`src/rtl/sts_fault_pkg.sv`:
```
// Shared constants for the status fault latch: group indices, vector geometry,
// FIFO entry layout and the lowest-set-bit encoder used by the top.
package sts_fault_pkg;

    localparam int GRP_DAC_OVER_THRESH      = 0;
    localparam int GRP_ADC_OVER_THRESH      = 1;
    localparam int GRP_DAC_THRESH_UNDERFLOW = 2;
    localparam int GRP_DAC_THRESH_OVERFLOW  = 3;
    localparam int GRP_ADC_THRESH_UNDERFLOW = 4;
    localparam int GRP_ADC_THRESH_OVERFLOW  = 5;
    localparam int GRP_DAC_BUF_UNDERFLOW    = 6;
    localparam int GRP_ADC_BUF_OVERFLOW     = 7;
    localparam int GRP_PREMAT_DAC_TRIG      = 8;
    localparam int GRP_PREMAT_ADC_TRIG      = 9;
    localparam int GRP_PREMAT_DAC_DIV       = 10;
    localparam int GRP_PREMAT_ADC_DIV       = 11;

    localparam int NUM_GROUPS   = 12;
    localparam int CH_PER_GROUP = 8;
    localparam int FAULT_BITS   = NUM_GROUPS * CH_PER_GROUP;

    localparam int ENTRY_TS_LSB  = 7;
    localparam int ENTRY_GRP_LSB = 3;
    localparam int ENTRY_CH_LSB  = 0;
    localparam int CODE_W        = 7;

    // Returns the lowest set index, or 0 when the vector is empty.
    function automatic logic [CODE_W-1:0] lowest_set(input logic [FAULT_BITS-1:0] v);
        logic [CODE_W-1:0] idx;
        idx = '0;
        for (int i = FAULT_BITS - 1; i >= 0; i--) begin
            if (v[i]) idx = CODE_W'(i);
        end
        return idx;
    endfunction

endpackage

```
`src/rtl/sts_event_fifo.sv`:
```
// Single-clock first-word-fall-through FIFO with occupancy count.
// Storage is not reset; the head output is forced to zero while empty.
module sts_event_fifo #(
    parameter int ADDR_W = 4,
    parameter int DATA_W = 32
) (
    input  logic              clk,
    input  logic              rst,
    input  logic              wr_en,
    input  logic [DATA_W-1:0] wr_data,
    input  logic              rd_en,
    output logic [DATA_W-1:0] rd_data,
    output logic              empty,
    output logic              full,
    output logic [ADDR_W:0]   count
);
    localparam int DEPTH = 1 << ADDR_W;
    localparam logic [ADDR_W:0] FULL_CNT = (ADDR_W + 1)'(DEPTH);

    logic [DATA_W-1:0] mem [DEPTH];
    logic [ADDR_W-1:0] wr_ptr, rd_ptr;
    logic [ADDR_W:0]   count_q;
    logic              do_rd, do_wr;

    assign empty   = (count_q == '0);
    assign full    = (count_q == FULL_CNT);
    assign count   = count_q;
    assign do_rd   = rd_en & ~empty;
    // A pop frees the slot in the same cycle, so a full FIFO still accepts a write.
    assign do_wr   = wr_en & (~full | do_rd);
    assign rd_data = empty ? '0 : mem[rd_ptr];

    always_ff @(posedge clk) begin
        if (rst) begin
            wr_ptr  <= '0;
            rd_ptr  <= '0;
            count_q <= '0;
        end else begin
            if (do_wr) wr_ptr <= wr_ptr + ADDR_W'(1);
            if (do_rd) rd_ptr <= rd_ptr + ADDR_W'(1);
            case ({do_wr, do_rd})
                2'b10:   count_q <= count_q + (ADDR_W + 1)'(1);
                2'b01:   count_q <= count_q - (ADDR_W + 1)'(1);
                default: count_q <= count_q;
            endcase
        end
    end

    always_ff @(posedge clk) begin
        if (do_wr) mem[wr_ptr] <= wr_data;
    end

endmodule

```
`src/rtl/sts_fault_latch.sv`:
```
// Sticky fault latch: rising-edge detect on the synchronized status vector,
// first-fault capture, timestamped event serializer into a FIFO, level irq.
module sts_fault_latch
    import sts_fault_pkg::*;
#(
    parameter int FIFO_ADDR_WIDTH = 4,
    parameter int TS_WIDTH        = 25
) (
    input  logic                       clk,
    input  logic                       rst,
    input  logic                       spi_running_stable,
    input  logic [95:0]                fault_vec,
    input  logic                       irq_en,
    input  logic                       clr_sticky,
    input  logic                       rd_en,
    output logic [95:0]                sticky,
    output logic                       first_fault_valid,
    output logic [6:0]                 first_fault_code,
    output logic                       irq,
    output logic [31:0]                fifo_rd_data,
    output logic                       fifo_empty,
    output logic                       fifo_full,
    output logic [FIFO_ADDR_WIDTH:0]   fifo_count,
    output logic                       fifo_overflow
);
    logic [FAULT_BITS-1:0] prev_vec, pending, sticky_q, rise, push_mask;
    logic [TS_WIDTH-1:0]   ts;
    logic                  spi_prev;
    logic                  ffv_q, ovf_q, irq_q;
    logic [CODE_W-1:0]     ffc_q, push_idx, rise_idx;
    logic                  push, drop;
    logic [TS_WIDTH+CODE_W-1:0] entry;

    assign rise      = fault_vec & ~prev_vec;
    assign rise_idx  = lowest_set(rise);
    assign push      = |pending;
    assign push_idx  = lowest_set(pending);
    assign push_mask = push ? (FAULT_BITS'(1) << push_idx) : '0;
    assign entry     = {ts, push_idx};
    // The FIFO makes room on a simultaneous pop, so only a pop-less push into a full FIFO is lost.
    assign drop      = push & fifo_full & ~rd_en;

    sts_event_fifo #(
        .ADDR_W (FIFO_ADDR_WIDTH),
        .DATA_W (TS_WIDTH + CODE_W)
    ) u_fifo (
        .clk     (clk),
        .rst     (rst),
        .wr_en   (push),
        .wr_data (entry),
        .rd_en   (rd_en),
        .rd_data (fifo_rd_data),
        .empty   (fifo_empty),
        .full    (fifo_full),
        .count   (fifo_count)
    );

    always_ff @(posedge clk) begin
        if (rst) begin
            prev_vec <= '0;
            pending  <= '0;
            sticky_q <= '0;
            ffv_q    <= 1'b0;
            ffc_q    <= '0;
            ovf_q    <= 1'b0;
            irq_q    <= 1'b0;
            ts       <= '0;
            spi_prev <= 1'b0;
        end else begin
            prev_vec <= fault_vec;
            spi_prev <= spi_running_stable;
            // New rises OR in after the serviced bit is cleared, so a same-cycle rise re-arms it.
            pending  <= (pending & ~push_mask) | rise;
            sticky_q <= (clr_sticky ? '0 : sticky_q) | rise;
            if (clr_sticky) begin
                ffv_q <= |rise;
                ffc_q <= rise_idx;
            end else if (!ffv_q && |rise) begin
                ffv_q <= 1'b1;
                ffc_q <= rise_idx;
            end
            ovf_q <= drop | (ovf_q & ~clr_sticky);
            irq_q <= irq_en & (|sticky_q | ovf_q);
            ts    <= (spi_running_stable & ~spi_prev) ? '0 : ts + TS_WIDTH'(1);
        end
    end

    assign sticky            = sticky_q;
    assign first_fault_valid = ffv_q;
    assign first_fault_code  = ffc_q;
    assign fifo_overflow     = ovf_q;
    assign irq               = irq_q;

endmodule
```
`config.mk`:
```
export PLATFORM = sky130hd
export DESIGN_NAME = sts_fault_latch
export DESIGN_NICKNAME = d
export VERILOG_FILES = /design/src/rtl/sts_fault_pkg.sv /design/src/rtl/sts_event_fifo.sv /design/src/rtl/sts_fault_latch.sv
export SDC_FILE = /design/constraint.sdc
export NUM_CORES = 1
export LEC_CHECK = 0
export BUFFER_PORTS_ARGS = -buffer_cell sky130_fd_sc_hd__buf_2
export CAP_MARGIN = 40
export CORE_ASPECT_RATIO = 2
export CORE_MARGIN = 1
export CORE_UTILIZATION = 60
export DETAILED_ROUTE_END_ITERATION = 16
export PLACE_DENSITY = 0.76
export SETUP_SLACK_MARGIN = 0.2
export SLEW_MARGIN = 15
export SYNTH_ARGS = -nofsm -noshare
export SYNTH_HDL_FRONTEND = slang
export SYNTH_SLANG_ARGS = --single-unit
```
`constraint.sdc`:
```
create_clock -name clk -period 7.1 [get_ports clk]
set_input_delay 1.065 -clock clk [delete_from_list [all_inputs] [get_ports clk]]
set_output_delay 1.065 -clock clk [all_outputs]
set_load 0.02 [all_outputs]
```
==> results of run 1 <==
Yosys cell counts, drive strengths merged, types with 9 or more instances:
master,n
edfxtp,512
dfxtp,341
nor2,217
nor2b,195
a21oi,182
mux4,160
nand2,133
nand2b,109
clkbuf,75
nor4,64
a311oi,48
o21ai,41
inv,35
nand4,35
nand3,34
o31ai,30
nor3,26
buf,24
xor2,21
a211oi,12
and3,12
o211ai,12
or4,12
xnor2,11
a31oi,10
and4,9
ha,9
o2111ai,9
o41ai,9
routing by layer:
layer,global-route usage (%),part of all wire [%],vias up
met1,36.4,33,11400
met4,27.1,8.7,0
met5,0,0,-
met3,5.22,6.3,373
met2,60.5,52,1212
li1,-,-,9974
tightest hold or removal path: cells and delay by family, from the launching register on:
| family | cells | cell delay [ns] |
|---|---|---|
| compound gates | 1 | 0.05 |
| flops | 1 | 0.32 |
| simple gates | 1 | 0.05 |
metrics by stage:
stage          instance area, um2  hold slack (ns)  cells
2_1_floorplan               34000            0.459   2470
3_3_place_gp                36200            0.461   3400
3_5_place_dp                36400            0.447   3415
4_1_cts                     38700            0.466   3541
5_1_grt                     38800            0.491   3550
6_report                    38800            0.468   3552
cell type report:
type	instances	area share, %
antenna	4	0.0258
clock buffer	93	4.95
clock inverter	33	1.06
inverter	36	0.348
multi-input combinational	1482	29.5
sequential	853	57.2
tap	750	2.42
timing repair buffer	301	4.43
final timing paths:
kind | from | cells after the start | slack [ns] | end
worst min-delay path | first_fault_code[6]$_SDFFE_PP0P_ | 2 | 0.47 | first_fault_code[6]$_SDFFE_PP0P_
worst max-delay path | pending[8]$_SDFF_PP0_ | 9 | 2.80 | pending[39]$_SDFF_PP0_
worst min register to register | first_fault_code[6]$_SDFFE_PP0P_ | 2 | 0.47 | first_fault_code[6]$_SDFFE_PP0P_
worst max register to register | pending[8]$_SDFF_PP0_ | 9 | 2.80 | pending[39]$_SDFF_PP0_
flip-flops by register name (all words and copies together) (netlist names), named ones only:
| name | cells |
|---|---|
| u_fifo.rd_ptr | 4 |
| sticky | 96 |
| u_fifo.mem | 512 |
| u_fifo.count | 5 |
| first_fault_code | 7 |
| first_fault_valid | 1 |
| fifo_overflow | 1 |
| pending | 96 |
| irq | 1 |
| ts | 25 |
| prev_vec | 96 |
| u_fifo.wr_ptr | 4 |
| spi_prev | 1 |
cells by family (layout without fill, tap and decap cells):
kind of cell	after synthesis	in the layout	share of synthesized area [%]
adders and majority gates	10	10	0.390
and+or+nand+nor	867	867	13.5
xor gates and xnor gates	32	32	0.824
muxes	163	163	10.7
DFF	853	853	65.2
buffers and inverters	135	463	1.52
AOI/OAI and AO/OA	410	410	7.86
other	0	4	0
report_power, final:
group / internal, mW / switching, mW
Sequential: 5.42 / 0.165
Combinational: 0.922 / 1.22
Clock: 2.21 / 1.78
==> flow_summary.toml, run 1 <==
[timing]
finalSetupViolCount = 0
fin_worst_skew_ns = 0.0263
worst_pin_slew_ns = 0.930
max_freq_mhz = 233
fin_tns_setup_ns = 0
maxSlewViolCount = 0
fin_crit_ns = 4.30
post-route-period-util_pct = 60.5
fin_ws_ns = 2.80
rsz0062_at_grt = "no"
max_slew_margin_pct = 37.4
hold_viol_final = 0

[layout]
nets = 2856
multi_input_area_mm2 = 0.0115
final_cell_mix = "edfxtp_1, dfxtp_1, buf_2"
final_common_cell = "edfxtp_1"
fillers = 3892
fin_util_pct = 69.1
layout-drive-gt1-share_pct = 21.6
final-seq-area_mm2 = 0.0222
area_growth_pct = 14.0

[routing]
vias = 22900
wl_per_cell_um = 27.4
drc_errors = 0
first_pass_iters = 6
routed_via_density = 6.46
antenna_left = 0
wl_mm = 97.4
drt_iter0_drc = 2213

[place]
hpwl_mm = 63.5
pre_cts_slack_ns = 2.91
gp_congestion = 1.01
io_buffers = 246

[setup_path]
end_kind = "flip-flop"
setup.worst_path.start_class = "flip-flop"
crit_required_ns = 7.54
critPathMaxFanout = 20
crit_buf_inv = 1
crit_chain = "nor4_1, a21boi_0, and3_1, o221ai_1, nand3_1, inv_1, nand2_1, nor2_1, a311oi_1"
crit_arrival_ns = 4.74
slowest_delay_ns = 0.75
critical_path.top_delay_family = "simple AND/OR/NAND/NOR gates"
critPathKind = "flip-flop to flip-flop"
cpMaxStageDelayCell = "nor2_1"

[run_status]
outcome = "completed"

[synth]
synth_top_area_share_pct = 45.2
syn_avg_cell_area_um2 = 13.8
synth_edf_count = 512
ys_seq_area_share_pct = 65.2
async_flop_share_pct = 0
synthTopCellsByArea = "edfxtp_1, dfxtp_1, mux4_2"
ys_types = 73
syn_nets = 2582
synth_area_mm2 = 0.0340
postSynthCellCount = 2470
synth_ff_type = "edfxtp_1"
yosysWarnings = 0
synth_top_cell_by_area = "edfxtp_1"
ys_seq_elements = 853

[power]
p_per_area_mw_per_mm2 = 302
leakagePower_nw = 13.4
vdd_drop_max_uv = 333
p_total_mw = 11.7

[hold_path]
hold_path_class = "flip-flop to flip-flop"

[clock_tree]
clkSlewWorstSetupHoldPaths_ns = 0.07
h-tree-depth = 3
cts-root-buf = "clkbuf_16"
cts-hold-fix-buffers = 0
cts_sinks = 853
post_cts_buffers = 0
numCtsBuffers = 70
cts_tree = "done"
cts_buffer_depth = 3
worst_skew_pair.late_latency_ns = 0.63
cts-resized-gates = 0

[floorplan]
ios = 247
dieHeight_um = 339
core_area_mm2 = 0.0562
fp.dieW_um = 170
die_area_mm2 = 0.0577
rows = 123
start_util_pct = 60.6

[flow_run]
cap_viol_max_count = 0

[global_route]
antenna_found_initial = 3
grt_max_degree = 128
grt_pass1_vias = 23300
grt-ovfl-total = 0
grt_first_pass_wirelength_mm = 143
grtUsageTotal_pct = 34.4
Note: power is estimated with default switching activity, not from simulation.
==> inputs of run 2 (changes only) <==
Settings changed: CORE_UTILIZATION 60 to 54, PLACE_DENSITY 0.76 to 0.72.
Clock period 7.1 ns to 3.7 ns, I/O delays scaled along.
==> flow_summary.toml, run 2 (same netlist as run 1, synthesis figures left out) <==
[floorplan]
fp.dieW_um = 180
core_area_mm2 = 0.0621
ios = 247
dieHeight_um = 357
rows = 129
die_area_mm2 = 0.0641
start_util_pct = 54.8

[flow_run]
cap_viol_max_count = 0

[routing]
first_pass_iters = 14
drc_errors = 0
wl_mm = 100
routed_via_density = 6.22
vias = 23100
antenna_left = 0
wl_per_cell_um = 27.0
drt_iter0_drc = 1808

[place]
gp_congestion = 1.00
place_inst = 3560
io_buffers = 246
place_area_mm2 = 0.0375
hpwl_mm = 68.6

[timing]
hold_viol_final = 0
fin_tns_setup_ns = 0
max_freq_mhz = 295
worst_pin_slew_ns = 0.806
whs_ns = 0.150
max_slew_margin_pct = 45.7
maxSlewViolCount = 0
finalSetupViolCount = 0
rsz0062_at_grt = "no"
fin_crit_ns = 3.39
fin_worst_skew_ns = 0.0173
post-route-period-util_pct = 91.7

[layout]
multi_input_area_mm2 = 0.0115
largest_register_ffs = 512
final-seq-area_mm2 = 0.0222
final_cell_mix = "edfxtp_1, dfxtp_1, buf_2"
fillers = 4480
regMostFlops = "u_fifo.mem"
layout-drive-gt1-share_pct = 24.9
nets = 2972
area_growth_pct = 17.9
final_common_cell = "edfxtp_1"
instances_no_fill = 3709
final_cell_area_mm2 = 0.0401

[setup_path]
setup.worst_path.start_class = "flip-flop"
reg2reg_slack_ns = 0.34
crit_required_ns = 3.14
crit_arrival_ns = 2.84
end_kind = "primary output"
critPathMaxFanout = 17
critPathKind = "flip-flop to primary output"

[clock_tree]
h-tree-depth = 3
numCtsBuffers = 74
cts_sinks = 853
cts-root-buf = "clkbuf_16"
worst_skew_pair.late_latency_ns = 0.63
cts_tree = "done"
clkSlewWorstSetupHoldPaths_ns = 0.07
cts-hold-fix-buffers = 0
cts_buffer_depth = 3

[power]
p_per_area_mw_per_mm2 = 580
p_int_mw = 17.0
p_sw_share_pct = 26.9
vdd_drop_max_uv = 429
pwr-share-clk_pct = 34.8
power_switching_mw = 6.26
comb_power_share_pct = 19.2
leakagePower_nw = 14.2
power_frac_seq_pct = 46.0

[global_route]
use_met3_pct = 4.77
grt-busiest-layer = "met2"
met1_usage_pct = 31.5
grt_pass1_vias = 24100
grt-ovfl-total = 0
grt_first_pass_wirelength_mm = 148
grtUsageTotal_pct = 31.6
grt_max_degree = 149
met2_usage_pct = 58.5
antenna_found_initial = 2

[run_status]
outcome = "completed"

[hold_path]
hold_path_class = "primary input to flip-flop"
==> run 2: changes by cell type in the layout (fill, tap and decap cells not counted), sizes merged <==
cell           previous run  this run
clkinv                   17        27
buf                     298       410
diode                     4         2
clkdlybuf4s15             0         2
clkbuf                   96        99
bufinv                    8         9
clkinvlp                  7         2
==> run 2: layer usage <==
layer  share of wire [%]  routed length, um
met5               0.013                 13
met4                 8.5               8540
met3                 5.5               5560
met2                  54              53600
met1                  32              32400
==> run 2: worst paths after layout <==
kind | depth (start not counted) | to | start
setup / recovery | 6 | fifo_rd_data[12] | flip-flop
hold / removal | 2 | prev_vec[34]$_SDFF_PP0_ | fault_vec[34]
setup reg to reg | 10 | u_fifo.mem[10][8]$_DFFE_PP_ | pending[21]$_SDFF_PP0_
hold reg to reg | 2 | first_fault_code[6]$_SDFFE_PP0P_ | first_fault_code[6]$_SDFFE_PP0P_
==> run 2: power groups by stage <==
stage	combinational [mW]	clock (mW)	sequential [mW]
2_1_floorplan	2.76	0	10.9
3_3_place_gp	4.29	0	10.9
3_5_place_dp	4.35	0	11.0
4_1_cts	4.48	8.18	10.7
5_1_grt	4.76	8.51	10.7
6_report	4.47	8.09	10.7
==> run 2: through the flow <==
step	setup slack [ns]	util, %	power (mW)
2_1_floorplan	0.463	-	13.6
3_3_place_gp	-0.187	60.2	15.2
3_5_place_dp	0.123	60.3	15.3
4_1_cts	0.119	64.5	23.4
5_1_grt	0.220	64.5	24.0
6_report	0.309	64.6	23.3
==> run 2: what timing repair did <==
item,in CTS,in global routing
endpoints found under the setup margin,28,15
gates resized for setup,0,1
pin swaps,1,1
setup buffers,6,3
gates cloned,0,1
==> run 2: cell type report <==
class                           count  share of cell area, %
Sequential cell                   853                   55.4
Multi-Input combinational cell   1482                   28.6
Timing Repair Buffer              413                   6.97
Clock buffer                       98                   5.12
Tap cell                          786                   2.45
Clock inverter                     39                   1.16
Inverter                           36                  0.337
Antenna cell                        2                 0.0125
==> run 2: worst max-delay path, cell delays in order (launching register included) <==
cell     delay [ns]
dfxtp_4        0.40
buf_12         0.22
buf_12         0.21
mux4_2         0.55
mux4_2         0.48
nor2b_1        0.14
buf_2          0.18
